===== src/rtl/layer_mac_scheduler_if.sv =====
`default_nettype none
// ============================================================================
// Module   : layer_mac_scheduler_if
// Brief    : Input-vector, weight-ROM and output-vector signals of the layer MAC scheduler.
// Revision : 1.0
// ============================================================================
interface layer_mac_scheduler_if #(
    parameter int N_IN  = 15,
    parameter int N_OUT = 8,
    parameter int DW    = 16,
    parameter int AW    = 8
);
    logic                  in_valid;
    logic                  in_ready;
    logic [N_IN*DW-1:0]    in_vec;
    logic                  w_en;
    logic [AW-1:0]         w_addr;
    logic [DW-1:0]         w_data;
    logic                  out_valid;
    logic                  out_ready;
    logic [N_OUT*DW-1:0]   out_vec;
    logic                  busy;

    // Environment side: upstream layer, weight ROM and downstream layer.
    modport master (
        output in_valid, in_vec, w_data, out_ready,
        input  in_ready, w_en, w_addr, out_valid, out_vec, busy
    );

    // Scheduler side.
    modport slave (
        input  in_valid, in_vec, w_data, out_ready,
        output in_ready, w_en, w_addr, out_valid, out_vec, busy
    );
endinterface
`default_nettype wire


===== src/rtl/layer_mac_scheduler.sv =====
`default_nettype none
// ============================================================================
// Module   : layer_mac_scheduler
// Brief    : One shared 16-bit MAC time-multiplexed over every neuron of a dense ReLU layer.
// Revision : 1.0
// ============================================================================
module layer_mac_scheduler #(
    parameter int N_IN  = 15,
    parameter int N_OUT = 8,
    parameter int DW    = 16,
    parameter int AW    = 8
) (
    input  wire logic             clk,
    input  wire logic             reset,
    layer_mac_scheduler_if.slave  bus
);
    localparam int c_cw = $clog2(N_IN + 1);
    localparam int c_nw = (N_OUT > 1) ? $clog2(N_OUT) : 1;
    localparam logic [c_cw-1:0] c_bias_slot = c_cw'(N_IN);
    localparam logic [c_nw-1:0] c_last_n    = c_nw'(N_OUT - 1);

    typedef enum logic [1:0] {
        S_IDLE  = 2'd0,
        S_RUN   = 2'd1,
        S_WRITE = 2'd2,
        S_DONE  = 2'd3
    } state_t;

    state_t               r_state;
    logic [c_cw-1:0]      r_c;
    logic [c_nw-1:0]      r_n;
    logic [DW-1:0]        r_acc;
    logic [N_IN*DW-1:0]   r_xv;
    logic [N_IN*DW-1:0]   r_xs;
    logic                 r_in_ready;
    logic                 r_w_en;
    logic [AW-1:0]        r_w_addr;
    logic                 r_out_valid;
    logic [N_OUT*DW-1:0]  r_out_vec;
    logic                 r_busy;

    logic [DW-1:0]        w_prod;
    logic [DW-1:0]        w_sum;
    logic [DW-1:0]        w_relu;

    // r_xs is a working copy shifted one element per accumulate, so its low
    // element always pairs with the weight arriving on w_data.
    assign w_prod = r_xs[DW-1:0] * bus.w_data;
    assign w_sum  = r_acc + bus.w_data;
    assign w_relu = w_sum[DW-1] ? '0 : w_sum;

    assign bus.in_ready  = r_in_ready;
    assign bus.w_en      = r_w_en;
    assign bus.w_addr    = r_w_addr;
    assign bus.out_valid = r_out_valid;
    assign bus.out_vec   = r_out_vec;
    assign bus.busy      = r_busy;

    always_ff @(posedge clk) begin
        if (reset) begin
            r_state     <= S_IDLE;
            r_c         <= '0;
            r_n         <= '0;
            r_acc       <= '0;
            r_xv        <= '0;
            r_xs        <= '0;
            r_in_ready  <= 1'b1;
            r_w_en      <= 1'b0;
            r_w_addr    <= '0;
            r_out_valid <= 1'b0;
            r_out_vec   <= '0;
            r_busy      <= 1'b0;
        end else begin
            case (r_state)
                S_IDLE: begin
                    if (bus.in_valid && r_in_ready) begin
                        r_xv       <= bus.in_vec;
                        r_xs       <= bus.in_vec;
                        r_n        <= '0;
                        r_c        <= '0;
                        r_acc      <= '0;
                        r_in_ready <= 1'b0;
                        r_w_en     <= 1'b1;
                        r_w_addr   <= '0;
                        r_busy     <= 1'b1;
                        r_state    <= S_RUN;
                    end
                end

                S_RUN: begin
                    // Data for address c-1 is on w_data now; slot 0 has nothing yet.
                    if (r_c != '0) begin
                        r_acc <= r_acc + w_prod;
                        r_xs  <= r_xs >> DW;
                    end
                    if (r_c == c_bias_slot) begin
                        r_w_en  <= 1'b0;
                        r_c     <= '0;
                        r_state <= S_WRITE;
                    end else begin
                        r_c      <= r_c + 1'b1;
                        r_w_addr <= r_w_addr + 1'b1;
                    end
                end

                S_WRITE: begin
                    r_out_vec[r_n*DW +: DW] <= w_relu;
                    r_acc <= '0;
                    r_c   <= '0;
                    r_xs  <= r_xv;
                    if (r_n == c_last_n) begin
                        r_busy      <= 1'b0;
                        r_out_valid <= 1'b1;
                        r_state     <= S_DONE;
                    end else begin
                        // Bias address of neuron n plus one is the first weight of n+1.
                        r_n      <= r_n + 1'b1;
                        r_w_en   <= 1'b1;
                        r_w_addr <= r_w_addr + 1'b1;
                        r_state  <= S_RUN;
                    end
                end

                S_DONE: begin
                    if (r_out_valid && bus.out_ready) begin
                        r_out_valid <= 1'b0;
                        r_in_ready  <= 1'b1;
                        r_state     <= S_IDLE;
                    end
                end

                default: r_state <= S_IDLE;
            endcase
        end
    end
endmodule
`default_nettype wire


===== src/flat_wrapper.sv =====
// flat-port wrapper written by rule: the top's interface ports become plain ports
module layer_mac_scheduler_flat 
#(
    parameter int N_IN  = 15,
    parameter int N_OUT = 8,
    parameter int DW    = 16,
    parameter int AW    = 8
)
  (clk, reset, bus_in_valid, bus_in_vec, bus_w_data, bus_out_ready, bus_in_ready, bus_w_en, bus_w_addr, bus_out_valid, bus_out_vec, bus_busy);
  layer_mac_scheduler_if #(.N_IN(N_IN), .N_OUT(N_OUT), .DW(DW), .AW(AW)) bus_i ();
  input  wire logic clk;
  input  wire logic reset;
  input wire logic [$bits(bus_i.in_valid)-1:0] bus_in_valid;
  input wire logic [$bits(bus_i.in_vec)-1:0] bus_in_vec;
  input wire logic [$bits(bus_i.w_data)-1:0] bus_w_data;
  input wire logic [$bits(bus_i.out_ready)-1:0] bus_out_ready;
  output wire logic [$bits(bus_i.in_ready)-1:0] bus_in_ready;
  output wire logic [$bits(bus_i.w_en)-1:0] bus_w_en;
  output wire logic [$bits(bus_i.w_addr)-1:0] bus_w_addr;
  output wire logic [$bits(bus_i.out_valid)-1:0] bus_out_valid;
  output wire logic [$bits(bus_i.out_vec)-1:0] bus_out_vec;
  output wire logic [$bits(bus_i.busy)-1:0] bus_busy;
  assign bus_i.in_valid = bus_in_valid;
  assign bus_i.in_vec = bus_in_vec;
  assign bus_i.w_data = bus_w_data;
  assign bus_i.out_ready = bus_out_ready;
  assign bus_in_ready = bus_i.in_ready;
  assign bus_w_en = bus_i.w_en;
  assign bus_w_addr = bus_i.w_addr;
  assign bus_out_valid = bus_i.out_valid;
  assign bus_out_vec = bus_i.out_vec;
  assign bus_busy = bus_i.busy;
  layer_mac_scheduler #(.N_IN(N_IN), .N_OUT(N_OUT), .DW(DW), .AW(AW)) u_core (.clk(clk), .reset(reset), .bus(bus_i));
endmodule

===== config.mk =====
export PLATFORM = sky130hd
export DESIGN_NAME = layer_mac_scheduler_flat
export DESIGN_NICKNAME = d
export VERILOG_FILES = /design/src/rtl/layer_mac_scheduler_if.sv /design/src/rtl/layer_mac_scheduler.sv /design/src/flat_wrapper.sv
export SDC_FILE = /design/constraint.sdc
export NUM_CORES = 2
export LEC_CHECK = 0
export CORE_AREA = 3 3 242 244
export CTS_BUF_LIST = sky130_fd_sc_hd__clkbuf_8
export CTS_CLUSTER_SIZE = 28
export DETAILED_ROUTE_END_ITERATION = 16
export DIE_AREA = 0 0 245 247
export HOLD_SLACK_MARGIN = 0.15
export PLACE_DENSITY_LB_ADDON = 0.12
export SYNTH_ARGS = -nofsm -noshare
export SYNTH_HDL_FRONTEND = slang
export SYNTH_SLANG_ARGS = --single-unit
export TNS_END_PERCENT = 50

===== constraint.sdc =====
create_clock -name clk -period 7.8 [get_ports clk]
set_input_delay 2.34 -clock clk [delete_from_list [all_inputs] [get_ports clk]]
set_output_delay 2.34 -clock clk [all_outputs]
set_load 0.01 [all_outputs]

==> flow_summary.ini <==
[clocking]
cts_buffers = 104
cts.repair.resized = 0
cts_root_buf = clkbuf_8
clockBufferDepth = 3
insertion_delay_ps = 720
clk_pin_slew_ps = 60
postCtsSetupBuffers = 0
htreeDepth = 3
cts_tree = built
ctsHoldBuffers = 0
cts_sinks = 637

[critical_path]
cp-end-kind = flip-flop
r2r_slack_ps = 1900
path_max_fanout = 5
slowest_delay_ps = 560
crit_slowest_cell = clkdlybuf4s50_1
r2r_start = u_core.r_xs[1]
cp_top_family = adder cells
worst-setup-path-type = in -> reg
crit-reg2reg-capture = u_core.r_acc[15]
crit_buf_inv = 6
worstPathRequired_ps = 8350
cp.arrival_ps = 8020
critPathMostFrequentCell = fa_1
cp_cell_sequence = clkdlybuf4s50_1 > buf_4 > and2_1 > fa_1 > inv_1 > fa_1 > fa_1 > fa_1 > inv_1 > fa_1 > inv_1 > fa_1 > inv_1 > ha_1 > and3_1 > a2111oi_0 > nor3_1 > xnor2_1 > a22oi_1 > nor2_1
reg2regPathDepth = 17
crit_path_start_kind = input pin

[sta]
rsz0062_at_grt = no
min_period_ps = 7476
setup_viol = 0
hold_violations = 0
finalCritPeriodShare_pct = 95.85
finClkSkew_ps = 30.62
worst_pin_slew_ps = 1184
setup_ws_ps = 324.0
fmax_mhz = 133.8
relSlewSlack_pct = 21.06
slew_viol_final = 0

[hold_path]
whs_path_depth = 2
min_to = u_core.r_xv[228]
worstHoldStart = u_core.r_xv[228]
hold_class = reg -> reg

[power_and_ir_drop]
p_per_area_nw_per_um2 = 411.4
peakVddDrop_v = 0.0005400
leakage_uw = 0.01460

[die]
die_w_microns = 245
coreArea_sq_um = 56500
dieArea_sq_um = 60520
start_util_pct = 54.99
dieHeight_microns = 247
ios = 400
row_count = 87

[finish]
final_cell_mix = 834 x nand2_1, 637 x dfxtp_1, 522 x a21oi_1
area_growth_pct = 20.85
fin_cells = 4953
fin_nets = 4532
final_common_cell = nand2_1
drive_above_1_share_pct = 5.908
nFillCells = 4915

[placed_design]
io_buffers = 391
gp_congestion = 0.8896
pre_cts_ws_ps = -400.9
dp.cells = 4749
hpwl_mm = 61.12

[grt]
grt_pass1_wl_mm = 146.8
overflow = 0
antenna_found_initial = 32
grt_pass1_vias = 26380
grt_usage_pct = 30.20
grt_max_degree = 200

[drt]
vias = 28510
wl_per_cell_microns = 19.04
initialDrtViolationCount = 2643
drtAntennaViolNets = 0
drcViolationCount = 0
firstDrtPassIters = 5
finalWirelength_mm = 94.30
vias_per_cell = 5.756

[outcome]
status = completed

[synth]
ys.flop_type = dfxtp_1
synthArstFlopShare_pct = 0
ys_warn_count = 0
yosysSeqAreaShare_pct = 41.05
ys_ff_latch = 637
syn_avg_cell_area_sq_um = 8.080
ys_types = 64
synthCells = 3845
syn-cell-area_sq_um = 31070
synth_edf_count = 0

[job]
drv_cap = 0
per-stage QoR:
stage	area, sq um	utilization, %	hold WS, ps	total power (uW)	setup TNS [ps]
6_report	37540	66.45	450.6	15450	0
5_1_grt	37530	66.44	467.3	16790	0
4_1_cts	37500	66.38	450.5	15470	0
3_5_place_dp	35360	62.59	442.2	12460	-1022
3_3_place_gp	35360	62.59	437.8	12360	-443.7
2_1_floorplan	31090	-	431.9	10160	0
registers in the layout, summed over array words and instances (netlist names):
signal / count
u_core.bus.busy: 1
u_core.bus.in_ready: 1
u_core.bus.out_valid: 1
u_core.bus.out_vec: 120
u_core.bus.w_addr: 8
u_core.bus.w_en: 1
u_core.r_acc: 16
u_core.r_c: 4
u_core.r_n: 3
u_core.r_state: 2
u_core.r_xs: 240
u_core.r_xv: 240
worst max-delay path by stage:
| stage | startpoint | to | depth (start not counted) |
|---|---|---|---|
| finish | bus_w_data[6] | u_core.r_acc[15] | 20 |
| global route | bus_w_data[6] | u_core.r_acc[13] | 20 |
| CTS | bus_w_data[6] | u_core.r_acc[15] | 20 |
| detailed placement | bus_w_data[6] | u_core.r_acc[15] | 20 |
| global placement | bus_w_data[6] | u_core.r_acc[15] | 21 |
| floorplan | bus_w_data[6] | u_core.r_acc[15] | 19 |
report_power, final:
group | internal (uW) | switching, uW | total (uW)
Clock | 1610 | 1360 | 2970
Combinational | 3100 | 4700 | 7790
Sequential | 4060 | 624 | 4680
routing by layer:
layer / wire length [microns] / vias up / GRT usage (%)
met3: 8418 / 185 / 7.840
li1: - / 13696 / -
met5: 188 / - / 0
met2: 43780 / 1061 / 47.30
met1: 39390 / 13536 / 40.42
met4: 2523 / 32 / 10.98
cells in the mapped netlist (all sizes together), types with 29 or more instances:
master | number | area, sq um
and3 | 29 | 182.7
clkbuf | 283 | 1062
ha | 78 | 975.9
or3 | 229 | 1433
nor2 | 309 | 1160
a22o | 88 | 770.7
fa | 95 | 1902
xnor2 | 41 | 359.1
a21oi | 524 | 2638
inv | 171 | 641.9
and2 | 57 | 356.6
buf | 41 | 222.7
dfxtp | 637 | 12750
nand2 | 835 | 3134
a221oi | 224 | 1962
cell type report:
class / instances / area (sq um) / share of cell area [%]
Multi-Input combinational cell: 2720 / 16480 / 43.88
Antenna cell: 16 / 40.04 / 0.1066
Clock inverter: 60 / 381.6 / 1.016
Inverter: 171 / 649.4 / 1.730
Tap cell: 756 / 945.9 / 2.519
Timing Repair Buffer: 465 / 4537 / 12.08
Sequential cell: 637 / 12750 / 33.97
Clock buffer: 128 / 1762 / 4.692
logic make-up after synthesis:
logic type	after synthesis	synth area share (%)
simple gates	1545	21.89
compound gates	929	19.69
flops	637	41.05
buf+inv	495	6.202
fa+ha+maj	173	9.263
xor+xnor	61	1.764
mux	4	0.1289
other cells	1	0.01207
worst reg2reg max path: stages (launching register included):
cell	delay (ps)
dfxtp_1	840
nand2_1	180
fa_1	500
fa_1	560
inv_1	50
fa_1	460
fa_1	550
inv_1	60
fa_1	520
fa_1	560
inv_1	40
ha_1	210
or3_1	350
a2111oi_0	370
nor3_1	140
xnor2_1	150
a22oi_1	150
nor2_1	60
No activity file was read; power rests on OpenSTA's default activity.
